**src/rtl/pc_sequencer.sv**
```systemverilog
// rtl/pc_sequencer.sv - program counter sequencer with circular return-address stack
module pc_sequencer #(
  parameter int unsigned         XLEN      = 32,
  parameter int unsigned         STEP      = 4,
  parameter logic [XLEN-1:0]     RESET_VEC = '0,
  parameter int unsigned         RAS_DEPTH = 8
) (
  input  logic                          clk,
  input  logic                          rst,
  input  logic                          stall,
  input  logic                          branch,
  input  logic                          call,
  input  logic                          ret,
  input  logic [XLEN-1:0]               target,
  output logic [XLEN-1:0]               pc_out,
  output logic [$clog2(RAS_DEPTH):0]    ras_count,
  output logic                          ras_empty,
  output logic                          ras_full,
  output logic                          ras_overflow,
  output logic                          ret_err
);

  localparam int PW = $clog2(RAS_DEPTH);
  localparam int CW = PW + 1;

  // Stack storage; wr_ptr is the next free slot, the top entry sits just below it.
  // When full, wr_ptr also points at the oldest entry, so a push overwrites it.
  logic [XLEN-1:0] ras_mem [RAS_DEPTH];
  logic [PW-1:0]   wr_ptr;
  logic [PW-1:0]   rd_ptr;

  logic [XLEN-1:0] seq_pc;
  logic [XLEN-1:0] top_entry;

  logic [XLEN-1:0] pc_nxt;
  logic [CW-1:0]   count_nxt;
  logic [PW-1:0]   wr_ptr_nxt;
  logic            overflow_nxt;
  logic            ret_err_nxt;
  logic            mem_we;
  logic [PW-1:0]   mem_waddr;

  assign seq_pc    = pc_out + XLEN'(STEP);
  assign rd_ptr    = wr_ptr - PW'(1);
  assign top_entry = ras_mem[rd_ptr];
  assign ras_empty = (ras_count == '0);
  assign ras_full  = (ras_count == CW'(RAS_DEPTH));

  // Resolve the single action for this cycle: stall > ret > call > branch > sequential.
  always_comb begin
    pc_nxt       = seq_pc;
    count_nxt    = ras_count;
    wr_ptr_nxt   = wr_ptr;
    overflow_nxt = ras_overflow;
    ret_err_nxt  = 1'b0;
    mem_we       = 1'b0;
    mem_waddr    = wr_ptr;

    if (stall) begin
      pc_nxt = pc_out;
    end else if (ret && call) begin
      if (ras_empty) begin
        // Nothing to pop: behaves as a plain call, but still flags the bad return.
        pc_nxt      = target;
        mem_we      = 1'b1;
        mem_waddr   = wr_ptr;
        wr_ptr_nxt  = wr_ptr + PW'(1);
        count_nxt   = CW'(1);
        ret_err_nxt = 1'b1;
      end else begin
        // Pop and push in one go: the top slot is replaced in place.
        pc_nxt    = top_entry;
        mem_we    = 1'b1;
        mem_waddr = rd_ptr;
      end
    end else if (ret) begin
      if (ras_empty) begin
        ret_err_nxt = 1'b1;
      end else begin
        pc_nxt     = top_entry;
        wr_ptr_nxt = rd_ptr;
        count_nxt  = ras_count - CW'(1);
      end
    end else if (call) begin
      pc_nxt     = target;
      mem_we     = 1'b1;
      mem_waddr  = wr_ptr;
      wr_ptr_nxt = wr_ptr + PW'(1);
      if (ras_full) begin
        overflow_nxt = 1'b1;
      end else begin
        count_nxt = ras_count + CW'(1);
      end
    end else if (branch) begin
      pc_nxt = target;
    end
  end

  // Architectural state registers.
  always_ff @(posedge clk) begin
    if (rst) begin
      pc_out       <= RESET_VEC;
      ras_count    <= '0;
      wr_ptr       <= '0;
      ras_overflow <= 1'b0;
      ret_err      <= 1'b0;
    end else begin
      pc_out       <= pc_nxt;
      ras_count    <= count_nxt;
      wr_ptr       <= wr_ptr_nxt;
      ras_overflow <= overflow_nxt;
      ret_err      <= ret_err_nxt;
    end
  end

  // Stack storage write port; contents are not reset since ras_count gates validity.
  always_ff @(posedge clk) begin
    if (!rst && mem_we) begin
      ras_mem[mem_waddr] <= seq_pc;
    end
  end

endmodule

```
**config.mk**
```make
export PLATFORM = sky130hd
export DESIGN_NAME = pc_sequencer
export DESIGN_NICKNAME = d
export VERILOG_FILES = /design/src/rtl/pc_sequencer.sv
export SDC_FILE = /design/constraint.sdc
export NUM_CORES = 1
export LEC_CHECK = 0
export CAP_MARGIN = 20
export CORE_ASPECT_RATIO = 0.7
export CORE_MARGIN = 2
export CORE_UTILIZATION = 35
export CTS_CLUSTER_DIAMETER = 80
export DETAILED_ROUTE_END_ITERATION = 6
export PLACE_DENSITY = 0.54
export SKIP_CTS_REPAIR_TIMING = 1
export SLEW_MARGIN = 10
export SYNTH_ARGS = -nofsm -noshare
export SYNTH_HDL_FRONTEND = slang
export SYNTH_SLANG_ARGS = --single-unit
```
**constraint.sdc**
```tcl
create_clock -name clk -period 5.3 [get_ports clk]
set_clock_uncertainty 0.05 [all_clocks]
set_input_delay 1.06 -clock clk [delete_from_list [all_inputs] [get_ports clk]]
set_output_delay 1.06 -clock clk [all_outputs]
set_load 0.02 [all_outputs]
```
==> impl_metrics.tcl <==
set metrics [dict create \
    grt_pass1_vias 7564 \
    drv_cap 0 \
    dp_hpwl_um 22500 \
    dominantRegCellSynth "edfxtp_1" \
    core_area_um2 35000 \
    hold_depth 2 \
    syn_inst 813 \
    synthToLayoutAreaGrowth_pct 19.8 \
    startpoint_type "input port" \
    drt-wirelength-per-cell_um 24.7 \
    fin_nets 945 \
    slew_viol_final 0 \
    finalCritPeriodShare_pct 73.6 \
    hold_violations 0 \
    synth.avg_cell_area_um2 15.4 \
    min_path_type "flip-flop to flip-flop" \
    ys_top_cells_by_area "edfxtp_1, mux4_2, dfxtp_1" \
    overflow 0 \
    grt_max_degree 58 \
    grt_use_total_pct 18.7 \
    vias 7579 \
    synth-seq-cells 297 \
    critPathArrivalTime_ns 4.11 \
    fp.dieH_um 162 \
    relSlewSlack_pct 27.2 \
    synth_edf_count 256 \
    wirelength_um 34500 \
    antenna_found_initial 0 \
    die_w_um 230 \
    yosysTopAreaCellShare_pct 61.3 \
    diodes 0 \
    io_pins 78 \
    grt-busiest-layer "met1" \
    fillers 3140 \
    leakagePower_uw 0.00482 \
    clk_latency_ns 0.56 \
    place.gp.congestion 0.811 \
    layout_commonest_cell "edfxtp_1" \
    p_per_area_nw_per_um2 383 \
    die_area_um2 37400 \
    netlist_area_um2 12500 \
    grt_pass1_wl_um 51300 \
    endpoint_kind "flip-flop" \
    clk_path_buf_depth 3 \
    start_util_pct 35.8 \
    critPathKind "input port to flip-flop" \
    worst_slew_pin_slew_ns 1.09 \
    viasPerCell 5.43 \
    synthArstFlopShare_pct 0 \
    timing.hold.ws_ns 0.437 \
    ant_nets 0 \
    globalRouteMet1Util_pct 28.2 \
    drtIter0Drc 723 \
    fp-row-count 57 \
    yosysSeqAreaShare_pct 67.9 \
    fmax_ghz 0.256 \
    yosys.area.top_type "edfxtp_1" \
    cts_tree "built" \
    r2r_slack_ns 1.94 \
    reg2reg_depth 4 \
    finalCriticalPeriod_ns 3.90 \
    ir_drop_v 0.000243 \
    synth_warnings 0 \
    cts.clk_slew.worst_paths_ns 0.06 \
    final_cell_mix "edfxtp_1, clkdlybuf4s50_1, nand2_1" \
    dr.pass1.iters 5 \
    setup_viol 0 \
    cts_root_buf "clkbuf_16" \
    io_buffers 77 \
    cp_data_required_time_ns 5.51 \
    drcViolationCount 0 \
    rsz0062_at_grt "no" \
    ys_types 57 \
    cts_sinks 297 \
    path_max_fanout 19 \
    grt_use_met3_pct 3.31 \
    cts_made_buffers 30 \
    drive_above_1_share_pct 16.4 \
    cts.htree.levels 1 \
    syn_nets 857 \
    grt_util_met2_pct 28.1 \
    status "completed" \
    fin_setup_tns_ns 0 \
]
-- registers in the layout, summed over array words and instances, names as in the netlist --
signal,count
pc_out,32
ras_count,4
ras_mem,256
ras_overflow,1
ret_err,1
wr_ptr,3
-- report_power, final --
part / switching [µW] / internal (µW)
clock network: 890 / 1270
logic: 531 / 357
registers: 68.3 / 2630
-- per-stage QoR --
stage | cell area [µm²] | setup WS, ns | std cells | power [µW] | utilization [%]
2_1_floorplan | 12500 | 0.981 | 813 | 3290 | -
3_3_place_gp | 14000 | 0.872 | 1341 | 3640 | 40.0
3_5_place_dp | 14000 | 0.829 | 1341 | 3640 | 40.0
4_1_cts | 15000 | 1.41 | 1397 | 5800 | 42.9
5_1_grt | 15000 | 1.14 | 1397 | 5950 | 42.9
6_report | 15000 | 1.40 | 1397 | 5750 | 42.9
-- metal layers --
layer  wire length, µm  part of all wire, %  vias to the layer above
met1             16100                   47                     3874
li1                  -                    -                     3376
met4               749                  2.2                        0
met5                 0                    0                        -
met2             15400                   45                      288
met3              2260                  6.6                       41
-- cells by family after synthesis --
| logic type | after synthesis | synth area share (%) |
|---|---|---|
| adder cells (fa/ha/maj) | 6 | 0.659 |
| AO/OA/AOI/OAI | 145 | 7.54 |
| buffers and inverters | 70 | 2.40 |
| multiplexers | 78 | 12.2 |
| XOR/XNOR | 36 | 2.52 |
| AND/OR/NAND/NOR | 181 | 6.80 |
| flip-flops | 297 | 67.9 |
-- path summary, 6_finish.rpt --
kind	from	to
setup / recovery	call	ras_mem[1][6]
hold / removal	ras_overflow	ras_overflow
hold reg to reg	ras_overflow	ras_overflow
setup reg to reg	pc_out[2]	ras_mem[0][17]
-- cell usage after synthesis, types with 3 or more instances --
cell type    n
clkbuf_1    25
mux4_2      60
a32oi_1      3
nor2_1      37
buf_2       14
a2111oi_0    4
nand4_1      4
a221oi_1    11
a211oi_1     7
o21ai_0     22
nand2_1     66
xnor2_1     29
nor3_1      15
ha_1         5
o221ai_1     4
o2bb2ai_1    6
mux2i_1     17
nor2b_1      4
a21oi_1     57
or3_1        6
and2_1       3
inv_1       22
xor2_1       7
and3_1       8
edfxtp_1   256
nand3_1     24
buf_4        3
dfxtp_1     41
a31oi_1      6
o22ai_1      4
o32ai_1      5
a21o_1       5
-- cell type report --
cell class / instances / area [µm²] / area share (%)
Tap cell: 472 / 591 / 3.93
Inverter: 24 / 90.1 / 0.600
Multi-Input combinational cell: 446 / 3830 / 25.5
Clock inverter: 14 / 151 / 1.01
Sequential cell: 297 / 8510 / 56.7
Clock buffer: 42 / 857 / 5.71
Timing Repair Buffer: 102 / 991 / 6.60
-- worst max-delay path, stage by stage --
cell and delay (ns):
clkdlybuf4s50_1 0.79, nand2_1 0.22, nor3_1 0.41, nand2_1 0.13
xnor2_1 0.15, or3_1 0.54, nor2_4 0.52, buf_12 0.26
(Power assumes the default switching activity.)
==> variant 1 (same settings) <==
The parameter `RAS_DEPTH` goes from 8 to 16.
--- a/src/rtl/pc_sequencer.sv
+++ b/src/rtl/pc_sequencer.sv
@@ -3,7 +3,7 @@
   parameter int unsigned         XLEN      = 32,
   parameter int unsigned         STEP      = 4,
   parameter logic [XLEN-1:0]     RESET_VEC = '0,
-  parameter int unsigned         RAS_DEPTH = 8
+  parameter int unsigned         RAS_DEPTH = 16
 ) (
   input  logic                          clk,
   input  logic                          rst,
Interface: changed (resized ras_count); port bits go from 78 to 79. No check against the original RTL was run, so the function may have changed too.
==> variant 1 against the unedited design <==
  * Setup slack got worse by 61 ps
  * Critical path depth down 1
  * Total power is 99% higher
  * Register-to-register slack got worse by 600 ps
  * Wire length up 90%
  * Via count rose by 71%
  * Synthesized area rose by 81%
  * Count of clock-buffer cells in the layout is 23 higher
  * First-iteration DRC count is 120% higher
  * Sequential cell count up 258
  * Non-clock buffer count grew 40
  * Sequential share of layout area increased by 3.6 points
  * Cell area is 79% higher
  * Largest power group unchanged
==> variant 1: results (changes against the unedited design) <==
- Top cells by area, synth: edfxtp_1, mux4_2, dfxtp_1, nand2_1, nand3_1
- Pleak: 8.57 nW (+78%)
- Post-synthesis average cell area: 17.5 sq um (+14%)
- Via density: 5.65 (+4.1%)
- Inst Count DP: 2194 (+64%)
- Largest regs: ras_mem (512), pc_out (32), ras_count (5)
- Number of fill cells: 5679 (+81%)
- Non-filler cells, final: 2297 (+64%)
- Total GRT Usage: 0.198 (+0.0112)
- VDD IR max: 0.273 mV (+12%)
- Worst setup SP type: flip-flop
- Placed cell area: 25000 sq um (+78%)
- Vias in the first global route: 12.9k (+71%)
- H-tree depth reported by CTS: 2 (+1)
- Psw: 3.17 mW (+110%)
- Proportion of layout cells with a drive suffix above 1: 0.234 (+0.0692)
- Max Freq: 0.252 GHz (-1.5%)
- Initial antenna violation count: 4 (+4)
- Post-synth net total: 1338 (+56%)
- Per-cell routed wire length: 28.6 um (+16%)
- Status: finished, final reports clean
- First-pass GRT wire length: 94900 um (+85%)
- I/O Buffers: 78 (+1.3%)
- Post-synthesis sequential area ratio: 0.716 (+0.0369)
- CTS buffer count: 54 (+80%)
- Clock latency on the worst-skew pair: 630 ps (+70 ps)
- Post-synth EDFFs: 512 (+100%)
- Netlist cell types: 66 (+16%)
- Worst slew margin relative to its limit: 0.244 (-0.0278)
- Largest net degree at the start of global routing: 106 (+83%)
- Final RePlAce weighted congestion: 0.822 (+1.4%)
- Post-synth top cells: edfxtp_1, mux4_2, nand2_1, nand3_1, nor2_1
- Reg2Reg Depth: 7 (+3)
- CP Max Fanout: 51 (+32)
- Worst R2R Start: wr_ptr[0]
[variant 1: changes by cell type in the layout (fill, tap and decap cells not counted), sizes merged, moves of 19 or more]
cell,change
nand3,+46
nand2,+46
a21oi,-19
nor2,+19
buf,+39
edfxtp,+256
mux4,+70
clkbuf,+23
[variant 1: stage by stage]
step                       util  hold WS (ps)  power (mW)
after floorplan               -           520        6.46
after global placement    0.388           475        7.33
after detailed placement  0.388           456        7.34
after CTS                 0.418           471        11.5
after global routing      0.418           516        11.8
final                     0.418           487        11.4
[variant 1: layer usage]
layer	vias to the layer above	GRT usage	wire (um)
li1	5431	-	-
met1	6855	0.309	31100
met2	610	0.283	27900
met3	71	0.0452	5620
met4	2	0.0385	932
met5	-	0	8
[variant 1: worst min-delay path by stage]
stage / from / end / slack (ps) / cells past startpoint
global route: ras_count[3] / ras_count[3] / 520 / 2
floorplan: ras_overflow / ras_overflow / 520 / 2
finish: ras_overflow / ras_overflow / 490 / 2
detailed placement: ras_overflow / ras_overflow / 460 / 2
CTS: ras_overflow / ras_overflow / 470 / 2
global placement: ras_overflow / ras_overflow / 470 / 2
[variant 1: logic make-up after synthesis]
family	after synthesis	share of synthesized area
AO/OA/AOI/OAI	153	0.0446
XOR/XNOR	42	0.0174
adder cells (fa/ha/maj)	7	0.00419
buffers and inverters	97	0.0207
flip-flops	555	0.716
multiplexers	142	0.134
AND/OR/NAND/NOR	297	0.0631
[variant 1: layout make-up]
class	instances	area, sq um	area share
Clock inverter	35	480	0.0178
Tap cell	840	1050	0.0390
Antenna cell	1	2.50	0.0000929
Timing Repair Buffer	142	1370	0.0508
Clock buffer	65	1430	0.0532
Multi-Input combinational cell	641	6300	0.234
Inverter	18	67.6	0.00251
Sequential cell	555	16200	0.603
[variant 1: worst max-delay path, stage by stage, from the launching register on]
cell and delay, ps:
dfxtp_4 810, inv_1 260, ha_4 910, nand2_1 160, o21ai_0 210, nand2_1 280, nor2_4 420, buf_4 440
[variant 1: power groups by stage]
| stage | Sequential [mW] | Clock [mW] | Combinational [mW] |
|---|---|---|---|
| floorplan | 5.13 | 0 | 1.33 |
| global placement | 5.18 | 0 | 2.15 |
| detailed placement | 5.18 | 0 | 2.16 |
| CTS | 5.08 | 4.24 | 2.17 |
| global route | 5.09 | 4.40 | 2.31 |
| finish | 5.08 | 4.17 | 2.16 |
==> variant 2 (same flow settings) <==
Without the edit above. One comparison of `ras_count` changes from == to >=.
--- a/src/rtl/pc_sequencer.sv
+++ b/src/rtl/pc_sequencer.sv
@@ -44,7 +44,7 @@
   assign rd_ptr    = wr_ptr - PW'(1);
   assign top_entry = ras_mem[rd_ptr];
   assign ras_empty = (ras_count == '0);
-  assign ras_full  = (ras_count == CW'(RAS_DEPTH));
+  assign ras_full  = (ras_count >= CW'(RAS_DEPTH));
 
   // Resolve the single action for this cycle: stall > ret > call > branch > sequential.
   always_comb begin
Behaviour: same outputs for any inputs over 4 cycles, from zero or initial values and one cycle with rst high; that may be too few to reach the edited logic, so the function may still have changed.
==> variant 2 against the unedited design <==
  * Register-to-register slack lost 370 ps
  * Sequential cell count is the same
  * Hold slack gained 47 ps
  * Synthesized area grew 0.40%
  * Combinational power shrank 2.8%
  * Total power shrank 3.1%
  * Clock power shrank 8%
  * Fmax grew 4.5%
  * Core utilization shrank 0.95 points
  * Setup slack gained 170 ps
  * Via count grew 2.0%
  * Wire length grew 2.4%
  * Cell area shrank 0.29%
  * Critical path type is now flip-flop to flip-flop
  * Highest routed layer unchanged
==> variant 2: results (changes against the unedited design) <==
- Status: finished, final reports clean
- Largest net degree at the start of global routing: 39 (-33%)
- Post-synthesis sequential area ratio: 0.676 (-0.00270)
- Post-synth top cells: edfxtp_1, nand2_1, mux4_2, dfxtp_1, a21oi_1
- Post-synth net total: 868 (+1.3%)
- Final RePlAce weighted congestion: 0.760 (-6.3%)
- Largest regs: ras_mem (256), pc_out (32), ras_count (4)
- CP Max Fanout: 33 (+14)
- Vias post-DR: 7734 (+2.0%)
- Proportion of layout cells with a drive suffix above 1: 0.170 (+0.00557)
- Worst path slowest cell: ha_2
- Drt total wl: 35300 um (+2.4%)
- Dpl hpwl: 21700 um (-3.4%)
- Worst slew margin relative to its limit: 0.330 (+0.0580)
- Pleak: 4.83 nW (+0.16%)
- CP max stage delay: 890 ps (+100 ps)
- Initial antenna violation count: 1 (+1)
- Top cells by area, synth: edfxtp_1, mux4_2, dfxtp_1, nand2_1, xnor2_1
- Vias in the first global route: 7726 (+2.1%)
- Total GRT Usage: 0.190 (+0.00284)
- CTS buffer count: 28 (-6.7%)
- CP arrival: 4090 ps (-20 ps)
- First-pass GRT wire length: 52300 um (+1.9%)
- Setup slack after placement: 1270 ps (+444 ps)
- VDD IR max: 0.232 mV (-4.5%)
- DRT iter0 DRCs: 770 (+6.5%)
## variant 2: worst paths after layout
path                                   start      endpoint  slack [ps]  depth (start not counted)
worst max-delay path               wr_ptr[0]    pc_out[22]        1570                          8
worst max register to register     wr_ptr[0]    pc_out[22]        1570                          8
worst min register to register  ras_overflow  ras_overflow         480                          2
worst min-delay path            ras_overflow  ras_overflow         480                          2
## variant 2: report_power, final
part | total (mW) | leakage [nW] | switching, mW | internal, mW
sequential | 2.72 | 2.69 | 0.0853 | 2.63
combinational | 0.863 | 1.69 | 0.517 | 0.346
clock | 1.99 | 0.447 | 0.869 | 1.12
## variant 2: logic make-up after synthesis
kind of cell / Yosys count / share of synthesized area
adder cells (fa/ha/maj): 7 / 0.00756
AND/OR/NAND/NOR: 204 / 0.0764
buffers and inverters: 76 / 0.0245
XOR/XNOR: 33 / 0.0230
AO/OA/AOI/OAI: 134 / 0.0753
multiplexers: 72 / 0.117
flip-flops: 297 / 0.676
## variant 2: per-layer routing
metal,global-route usage,share of wire,vias up
met5,0,0,-
met4,0.0396,0.016,0
met3,0.0340,0.072,40
met2,0.289,0.45,300
met1,0.285,0.47,3980
li1,-,-,3414
## variant 2: cell type report
| cell class | instances | area [sq um] |
|---|---|---|
| inverters | 25 | 93.8 |
| well taps | 480 | 601 |
| multi-input cells | 450 | 3870 |
| clock buffers | 36 | 772 |
| flip-flops and latches | 297 | 8510 |
| fillers | 3306 | 20700 |
| repair buffers | 106 | 1000 |
| clock inverters | 16 | 123 |
## variant 2: stage by stage
| stage | std cells | hold slack (ps) | instance area (sq um) |
|---|---|---|---|
| 2_1_floorplan | 823 | 454 | 12600 |
| 3_3_place_gp | 1358 | 470 | 14100 |
| 3_5_place_dp | 1358 | 461 | 14100 |
| 4_1_cts | 1410 | 481 | 15000 |
| 5_1_grt | 1410 | 504 | 15000 |
| 6_report | 1410 | 484 | 15000 |
## variant 2: worst max-delay path, delay by kind of cell, from the launching register on
kind	cells	cell delay (ps)
multiplexers	1	380
AO/OA/AOI/OAI	3	610
AND/OR/NAND/NOR	1	100
buffers and inverters	2	830
adder cells (fa/ha/maj)	1	890
flip-flops	1	680
